### config.mk
export PLATFORM = sky130hd
export DESIGN_NAME = imem_dmem_arbiter
export DESIGN_NICKNAME = d
export VERILOG_FILES = /design/src/rtl/imem_dmem_arbiter.sv
export SDC_FILE = /design/constraint.sdc
export NUM_CORES = 1
export LEC_CHECK = 0
export BUFFER_PORTS_ARGS = -buffer_cell sky130_fd_sc_hd__buf_2
export CORE_ASPECT_RATIO = 0.7
export CORE_MARGIN = 2
export CORE_UTILIZATION = 45
export DETAILED_ROUTE_END_ITERATION = 8
export HOLD_SLACK_MARGIN = 0.1
export PLACE_DENSITY = 0.74
export SYNTH_ARGS = -nofsm -noshare
export SYNTH_HDL_FRONTEND = slang
export SYNTH_SLANG_ARGS = --single-unit
### constraint.sdc
create_clock -name clk -period 5.35 [get_ports clk]
set_input_delay 1.07 -clock clk [delete_from_list [all_inputs] [get_ports clk]]
set_output_delay 1.07 -clock clk [all_outputs]
set_load 0.01 [all_outputs]
### src/rtl/imem_dmem_arbiter.sv
// Shares one stall-style memory port between instruction fetch (read-only) and the memory stage (read/write).
// The memory stage has priority, but after STARVE_MAX consecutive D grants with fetch waiting, fetch goes next.
module imem_dmem_arbiter #(
  parameter int unsigned TIMEOUT    = 64,
  parameter int unsigned STARVE_MAX = 2
) (
  input  logic        clk,
  input  logic        rst,
  input  logic        i_rd,
  input  logic [15:0] i_addr,
  output logic        i_stall,
  output logic        i_done,
  output logic [15:0] i_data,
  input  logic        d_rd,
  input  logic        d_wr,
  input  logic [15:0] d_addr,
  input  logic [15:0] d_wdata,
  output logic        d_stall,
  output logic        d_done,
  output logic [15:0] d_data,
  output logic        mem_rd,
  output logic        mem_wr,
  output logic [15:0] mem_addr,
  output logic [15:0] mem_wdata,
  input  logic [15:0] mem_rdata,
  input  logic        mem_done,
  output logic        err
);

  localparam int unsigned SW = $clog2(STARVE_MAX + 1) + 1;
  localparam int unsigned TW = $clog2(TIMEOUT) + 1;

  typedef enum logic [1:0] {S_IDLE, S_BUSY_I, S_BUSY_D, S_RESP} state_t;

  state_t          r_state, w_next;
  logic            r_gnt_i, r_err, r_mem_rd, r_mem_wr;
  logic [15:0]     r_mem_addr, r_mem_wdata, r_i_data, r_d_data;
  logic [SW-1:0]   r_starve;
  logic [TW-1:0]   r_tcnt;
  logic            w_d_req, w_any_req, w_pick_i, w_timeout;
  logic [15:0]     w_addr;

  assign w_d_req   = d_rd | d_wr;
  assign w_any_req = i_rd | w_d_req;
  assign w_pick_i  = i_rd & (~w_d_req | (r_starve == SW'(STARVE_MAX)));
  assign w_addr    = w_pick_i ? i_addr : d_addr;
  assign w_timeout = (r_tcnt == TW'(TIMEOUT - 1));

  always_comb begin
    w_next = r_state;
    case (r_state)
      S_IDLE: begin
        if (w_any_req) begin
          if (w_addr[0])     w_next = S_RESP;
          else if (w_pick_i) w_next = S_BUSY_I;
          else               w_next = S_BUSY_D;
        end
      end
      S_BUSY_I, S_BUSY_D: if (mem_done || w_timeout) w_next = S_RESP;
      default:            w_next = S_IDLE;
    endcase
  end

  always_ff @(posedge clk or negedge rst) begin
    if (!rst) begin
      r_state     <= S_IDLE;
      r_gnt_i     <= 1'b0;
      r_err       <= 1'b0;
      r_mem_rd    <= 1'b0;
      r_mem_wr    <= 1'b0;
      r_mem_addr  <= '0;
      r_mem_wdata <= '0;
      r_i_data    <= '0;
      r_d_data    <= '0;
      r_starve    <= '0;
      r_tcnt      <= '0;
    end else begin
      r_state <= w_next;
      case (r_state)
        S_IDLE: begin
          if (w_any_req) begin
            r_gnt_i <= w_pick_i;
            r_tcnt  <= '0;
            if (w_pick_i)  r_starve <= '0;
            else if (i_rd) r_starve <= r_starve + SW'(1);
            if (w_addr[0]) begin
              // Misaligned: skip memory and answer with an error on the next cycle.
              r_err <= 1'b1;
              if (w_pick_i) r_i_data <= '0;
              else          r_d_data <= '0;
            end else begin
              r_err       <= ~w_pick_i & d_rd & d_wr;
              r_mem_addr  <= w_addr;
              r_mem_wdata <= w_pick_i ? '0 : d_wdata;
              r_mem_rd    <= w_pick_i | ~d_wr;
              r_mem_wr    <= ~w_pick_i & d_wr;
            end
          end
        end
        S_BUSY_I, S_BUSY_D: begin
          r_tcnt <= r_tcnt + TW'(1);
          if (mem_done) begin
            r_mem_rd <= 1'b0;
            r_mem_wr <= 1'b0;
            if (r_gnt_i)       r_i_data <= mem_rdata;
            else if (r_mem_rd) r_d_data <= mem_rdata;
          end else if (w_timeout) begin
            r_mem_rd <= 1'b0;
            r_mem_wr <= 1'b0;
            r_err    <= 1'b1;
            if (r_gnt_i) r_i_data <= '0;
            else         r_d_data <= '0;
          end
        end
        default: r_err <= 1'b0;
      endcase
    end
  end

  assign i_done    = (r_state == S_RESP) & r_gnt_i;
  assign d_done    = (r_state == S_RESP) & ~r_gnt_i;
  assign err       = (r_state == S_RESP) & r_err;
  assign i_stall   = i_rd & ~i_done;
  assign d_stall   = w_d_req & ~d_done;
  assign i_data    = r_i_data;
  assign d_data    = r_d_data;
  assign mem_rd    = r_mem_rd;
  assign mem_wr    = r_mem_wr;
  assign mem_addr  = r_mem_addr;
  assign mem_wdata = r_mem_wdata;

endmodule
* After elaboration in Yosys (flattened, before gate mapping) *
Index checks and enable logic that the tools add are counted.
Widths: inputs -> output; s select.

operators by class
  bitwise gates (word level) = 20
  mux-type cells = 41
  add/sub/neg operators = 2
  reductions and logical operators = 14
  eq/ne operators = 17

operators with widths
  kind                 count
  $mux 16              17
  $pmux 16 s2          2
  $ne 2x2->1 const B   10
  $pmux 7 s2           1
  $mux 1               10
  $and 1x1->1          9
  $reduce_and 3->1     3
  $mux 2               4
  $add 7x1->7 const B  1
  $eq 7x6->1 const B   1
  $mux 7               1
  $not 1->1            7
  $reduce_and 7->1     1
  $mux 3               2
  $ne 3x3->1 const B   2
  $pmux 1 s2           3
  $reduce_and 2->1     3
  $reduce_and 6->1     1
  $eq 2x2->1 const B   2
  $or 1x1->1           4
  $pmux 2 s2           1
  $reduce_and 4->1     1
  $reduce_bool 2->1    2
  $add 3x1->3 const B  1
  other kinds (5)      5

word-level totals
  output and inout port bits = 71
  logic and storage cells = 105
  flip-flop bits (word level) = 79
  input port bits = 70

* Logic depth before layout (Yosys ltp) *
  word-level depth = 10
  mapped depth = 9
  depth with buffers taken out = 7

* Worst setup path before layout *
No wires, ideal clock.

  path type = input -> register
  start point = input port i_rd
  end point = register r_i_data[10], in the netlist i_data[10]
  stages = 6
  data required time = 5225 ps
  arrival = 2501 ps
  library setup time = 125 ps
  slack = 2724 ps
  buffers on the path = 2
  cell sequence = buf_2 -> nor4b_1 -> nor2_1 -> o2111ai_2 -> buf_4 -> mux2_2

between the ends
  longest elaborated chain between the ends = 4
  elaborated cells on any way between the ends = 7
  those cells by class = eq/ne (3); mux (1); bitwise (2); reduce/logical (1)

RTL lines
  what                          RTL line  RTL
  start, declared               9         input logic i_rd,
  $and 1x1->1                   45        assign w_pick_i = i_rd & (~w_d_req | (r_starve == SW'(STARVE_MAX)));
  $mux 16                       46        assign w_addr = w_pick_i ? i_addr : d_addr;
  $ne 2x2->1 (no line)          --
  $reduce_and 6->1 (no line) *  --
  end signal, assigned          105       if (r_gnt_i) r_i_data <= mem_rdata;
  end, declared                 37        logic [15:0] r_mem_addr, r_mem_wdata, r_i_data, r_d_data;

Every way passes the cells marked *; elsewhere a longest branch is shown, timed or not.
A chain may end at the register's enable or synchronous reset.

* Final worst setup path *
  start point = register r_state[0]
  end point = register r_d_data[14], in the netlist d_data[14]

between the ends
  longest elaborated chain between the ends = 4
  elaborated cells on any way between the ends = 13
  those cells by class = eq/ne (8); mux (1); reduce/logical (4)

RTL lines
  what                                                RTL line  RTL
  start, declared                                     35        state_t r_state, w_next;
  start signal, assigned                              78        r_state <= w_next;
  $eq 2x1->1 or $eq 2x2->1 (tied branches)            79        case (r_state)
  $reduce_or 2->1                                     79
  $ne 3x3->1 (no line), or another cell as far along  --
  $reduce_and 7->1 (no line)                          --
  end signal, assigned                                106       else if (r_mem_rd) r_d_data <= mem_rdata;
  end, declared                                       37

Several ways; a longest one is shown, not always the timed one.

==> run_results.csv <==
group,metric,value,unit
status,status,"completed",
min_path,hold_class,"register to register",
cts,cts_tree,"done",
power,ir_worst_vdd,0.0002834,V
cts,cts_made_buffers,9,
cts,cts.path.max_buffers,2,
logic_synthesis,synth.top_cell.area_share,0.5370,
logic_synthesis,synth.distinct_cells,40,
floorplan,fp.dieH,79.67,um
timing,finClkSkew,6.488,ps
min_path,min-delay-start,"mem_wdata[6]$_DFFE_PN0P_",
final_layout,syn_to_final_growth,28.76,%
timing,slew_viol_final,0,
logic_synthesis,synth_fp_nets,422,
floorplan,num_io_pins,141,
min_path,min_path_cells,2,
floorplan,die_area,8931,sq um
cts,clock_latency,330,ps
placed_design,dp_hpwl,6097,um
detailed_routing,ant_nets,0,
critical_path,crit_family,"adder cells",
critical_path,worstPathRequired,5570,ps
critical_path,path_buf_inv,1,
final_layout,layout.cells.most_common_list,"buf_2, dfrtp_1, nand2_1",
logic_synthesis,seq_area_frac_synth,0.5370,
floorplan,coreArea,7905,sq um
timing,fmax,315.2,MHz
final_layout,regArea,1977,sq um
power,leakagePower,2.645,nW
placed_design,gp_congestion,0.8500,
critical_path,end_kind,"register",
cts,hold_buffers,0,
timing,fin_crit_sh,0.5929,
final_layout,multiInputGateArea,1588,sq um
power,pwr_density_cell,567.8,nW/um^2
logic_synthesis,synth_enable_flop_cells,0,
timing,max_slew.worst_pin.slew,1052,ps
logic_synthesis,synth_top_area_cell,"dfrtp_1",
critical_path,max_stage_delay,980,ps
critical_path,arrival,3390,ps
grt,grt_usage,0.1954,
detailed_routing,wire_per_inst,14.68,um
critical_path,slowest_stage,"ha_1",
final_layout,fin_nets,555,
floorplan,die_w,112.1,um
detailed_routing,drtIter0Drc,203,
placed_design,place_ws,2207,ps
detailed_routing,drt-total-wl,8586,um
logic_synthesis,synthTopCellsByArea,"dfrtp_1, mux2_2, nand2_1",
logic_synthesis,syn-instance-count,346,
detailed_routing,drt-vias-per-instance,5.161,
detailed_routing,first_pass_iters,4,
critical_path,path_max_fanout,33,
critical_path,crit_chain,"inv_1, ha_1, nor2_1, nor2_1, nand2_2, a211oi_4, mux2_2",
placed_design,numPortBuffers,139,
logic_synthesis,ys_async_sr_fraction,1.000,
logic_synthesis,yosys_most_used_dff,"dfrtp_1",
timing,fin_crit,3172,ps
final_layout,drive_above_1_share,0.4008,
cts,clkSlewWorstSetupHoldPaths,60,ps
critical_path,path_class,"register to register",
cts,htree_levels,3,
grt,gr-total-overflow,0,
grt,grt_pass1_wl,13810,um
cts,cts_root_buffer,"clkbuf_16",
critical_path,reg2reg_depth,7,
final_layout,diodes,0,
timing,setup_violations,0,
critical_path,r2r_start,"r_state[0]$_DFFE_PN0P_",
timing,slew_headroom,0.2989,
grt,grt_pass1_vias,2776,
timing,rsz0062_at_grt,"no",
timing,timing.final.ws_setup,2178,ps
cts,post_cts_resized,0,
critical_path,regToRegSetupSlack,2180,ps
cts,numClockSinks,79,
detailed_routing,drc,0,
grt,grt_max_degree,80,
critical_path,cp_common_cell,"nor2_1",
job,maxCapViolations,0,
timing,hold_violations,0,
logic_synthesis,yosys_warnings,0,
min_path,min_delay_worst_endpoint,"mem_wdata[6]$_DFFE_PN0P_",
final_layout,final_common_cell,"buf_2",
timing,setup_tns,0,ps
floorplan,rows,27,
final_layout,final_util,0.5996,
logic_synthesis,synth-seq-cells,79,
cts,post_cts_buffers,0,
critical_path,crit_path_start_kind,"register",
critical_path,timing.rr.end,"d_data[14]$_DFFE_PN0P_",
floorplan,initial_core_util,0.4657,
final_layout,n_fill_cell,703,
grt,antenna_found_initial,0,
detailed_routing,detailroute.via_count,3019,
logic_synthesis,avgSynthCellArea,10.64,sq um
logic_synthesis,syn_area,3681,sq um
## flip-flops by register name, indices dropped and copies added (netlist names)
name,cells
mem_rd,1
mem_wdata,16
r_tcnt,7
r_state,2
i_data,16
r_err,1
mem_wr,1
r_gnt_i,1
r_starve,3
mem_addr,15
d_data,16
## per-stage QoR
step	hold WS, ps	cell area (sq um)	cells	total power [W]
4_1_cts	478.1	4740	585	0.002716
3_3_place_gp	458.5	4438	569	0.002048
3_5_place_dp	465.3	4438	569	0.002095
5_1_grt	506.0	4740	585	0.002884
6_report	473.0	4740	585	0.002691
2_1_floorplan	440.3	3681	346	0.001731
## power by group
part,internal (W),leakage (nW),switching (W),total (W)
Sequential,0.000804,1.03,0.000110,0.000913
Clock,0.000376,0.143,0.000239,0.000615
Combinational,0.000494,1.47,0.000669,0.00116
Total,0.00167,2.64,0.00102,0.00269
## kinds of logic (layout without fill, tap and decap cells)
group / after synthesis / in the layout / share of synthesized area
compound gates: 68 / 68 / 0.1217
fa+ha+maj: 6 / 6 / 0.02039
buf+inv: 28 / 166 / 0.03365
flops: 79 / 79 / 0.5371
mux: 49 / 49 / 0.1438
other cells: 1 / 1 / 0.001019
simple gates: 115 / 115 / 0.1424
## synthesized netlist by cell type (4+ instances only)
| cell | instances |
|---|---|
| mux2i_1 | 18 |
| clkbuf_1 | 13 |
| mux2_2 | 31 |
| a21oi_1 | 5 |
| inv_1 | 9 |
| nor2_1 | 9 |
| nand2_1 | 69 |
| o21ai_0 | 40 |
| and3_1 | 15 |
| dfrtp_1 | 79 |
| nand3_1 | 4 |
| a22o_1 | 5 |
| ha_1 | 6 |
## layer usage
layer,up-vias,global-route usage,part of all wire
met4,0,0.05732,0.015
met3,14,0.06758,0.076
met2,115,0.2892,0.44
met1,1413,0.2736,0.47
met5,-,0,0
li1,1477,-,-
## worst min-delay path: stages, from the launching register on
cell and delay, ps:
dfrtp_1 330, nand2_1 40, o21ai_0 60
## cell type report
cell class,count,share of cell area
Clock buffer,12,0.05201
Clock inverter,4,0.01162
Inverter,9,0.007128
Multi-Input combinational cell,239,0.3350
Sequential cell,79,0.4171
Tap cell,101,0.02666
Timing Repair Buffer,141,0.1505
## worst max path at each step
| stage | startpoint | to | slack (ps) | cells after the start |
|---|---|---|---|---|
| CTS | r_state[0]$_DFFE_PN0P_ | d_data[14]$_DFFE_PN0P_ | 2200 | 7 |
| detailed placement | r_state[0]$_DFFE_PN0P_ | d_data[14]$_DFFE_PN0P_ | 2210 | 7 |
| global route | r_state[0]$_DFFE_PN0P_ | d_data[14]$_DFFE_PN0P_ | 1940 | 7 |
| floorplan | i_rd | i_data[10]$_DFFE_PN0P_ | 2720 | 6 |
| finish | r_state[0]$_DFFE_PN0P_ | d_data[14]$_DFFE_PN0P_ | 2180 | 7 |
| global placement | r_state[0]$_DFFE_PN0P_ | d_data[5]$_DFFE_PN0P_ | 2320 | 7 |
Note: power is estimated with default switching activity, not from simulation.
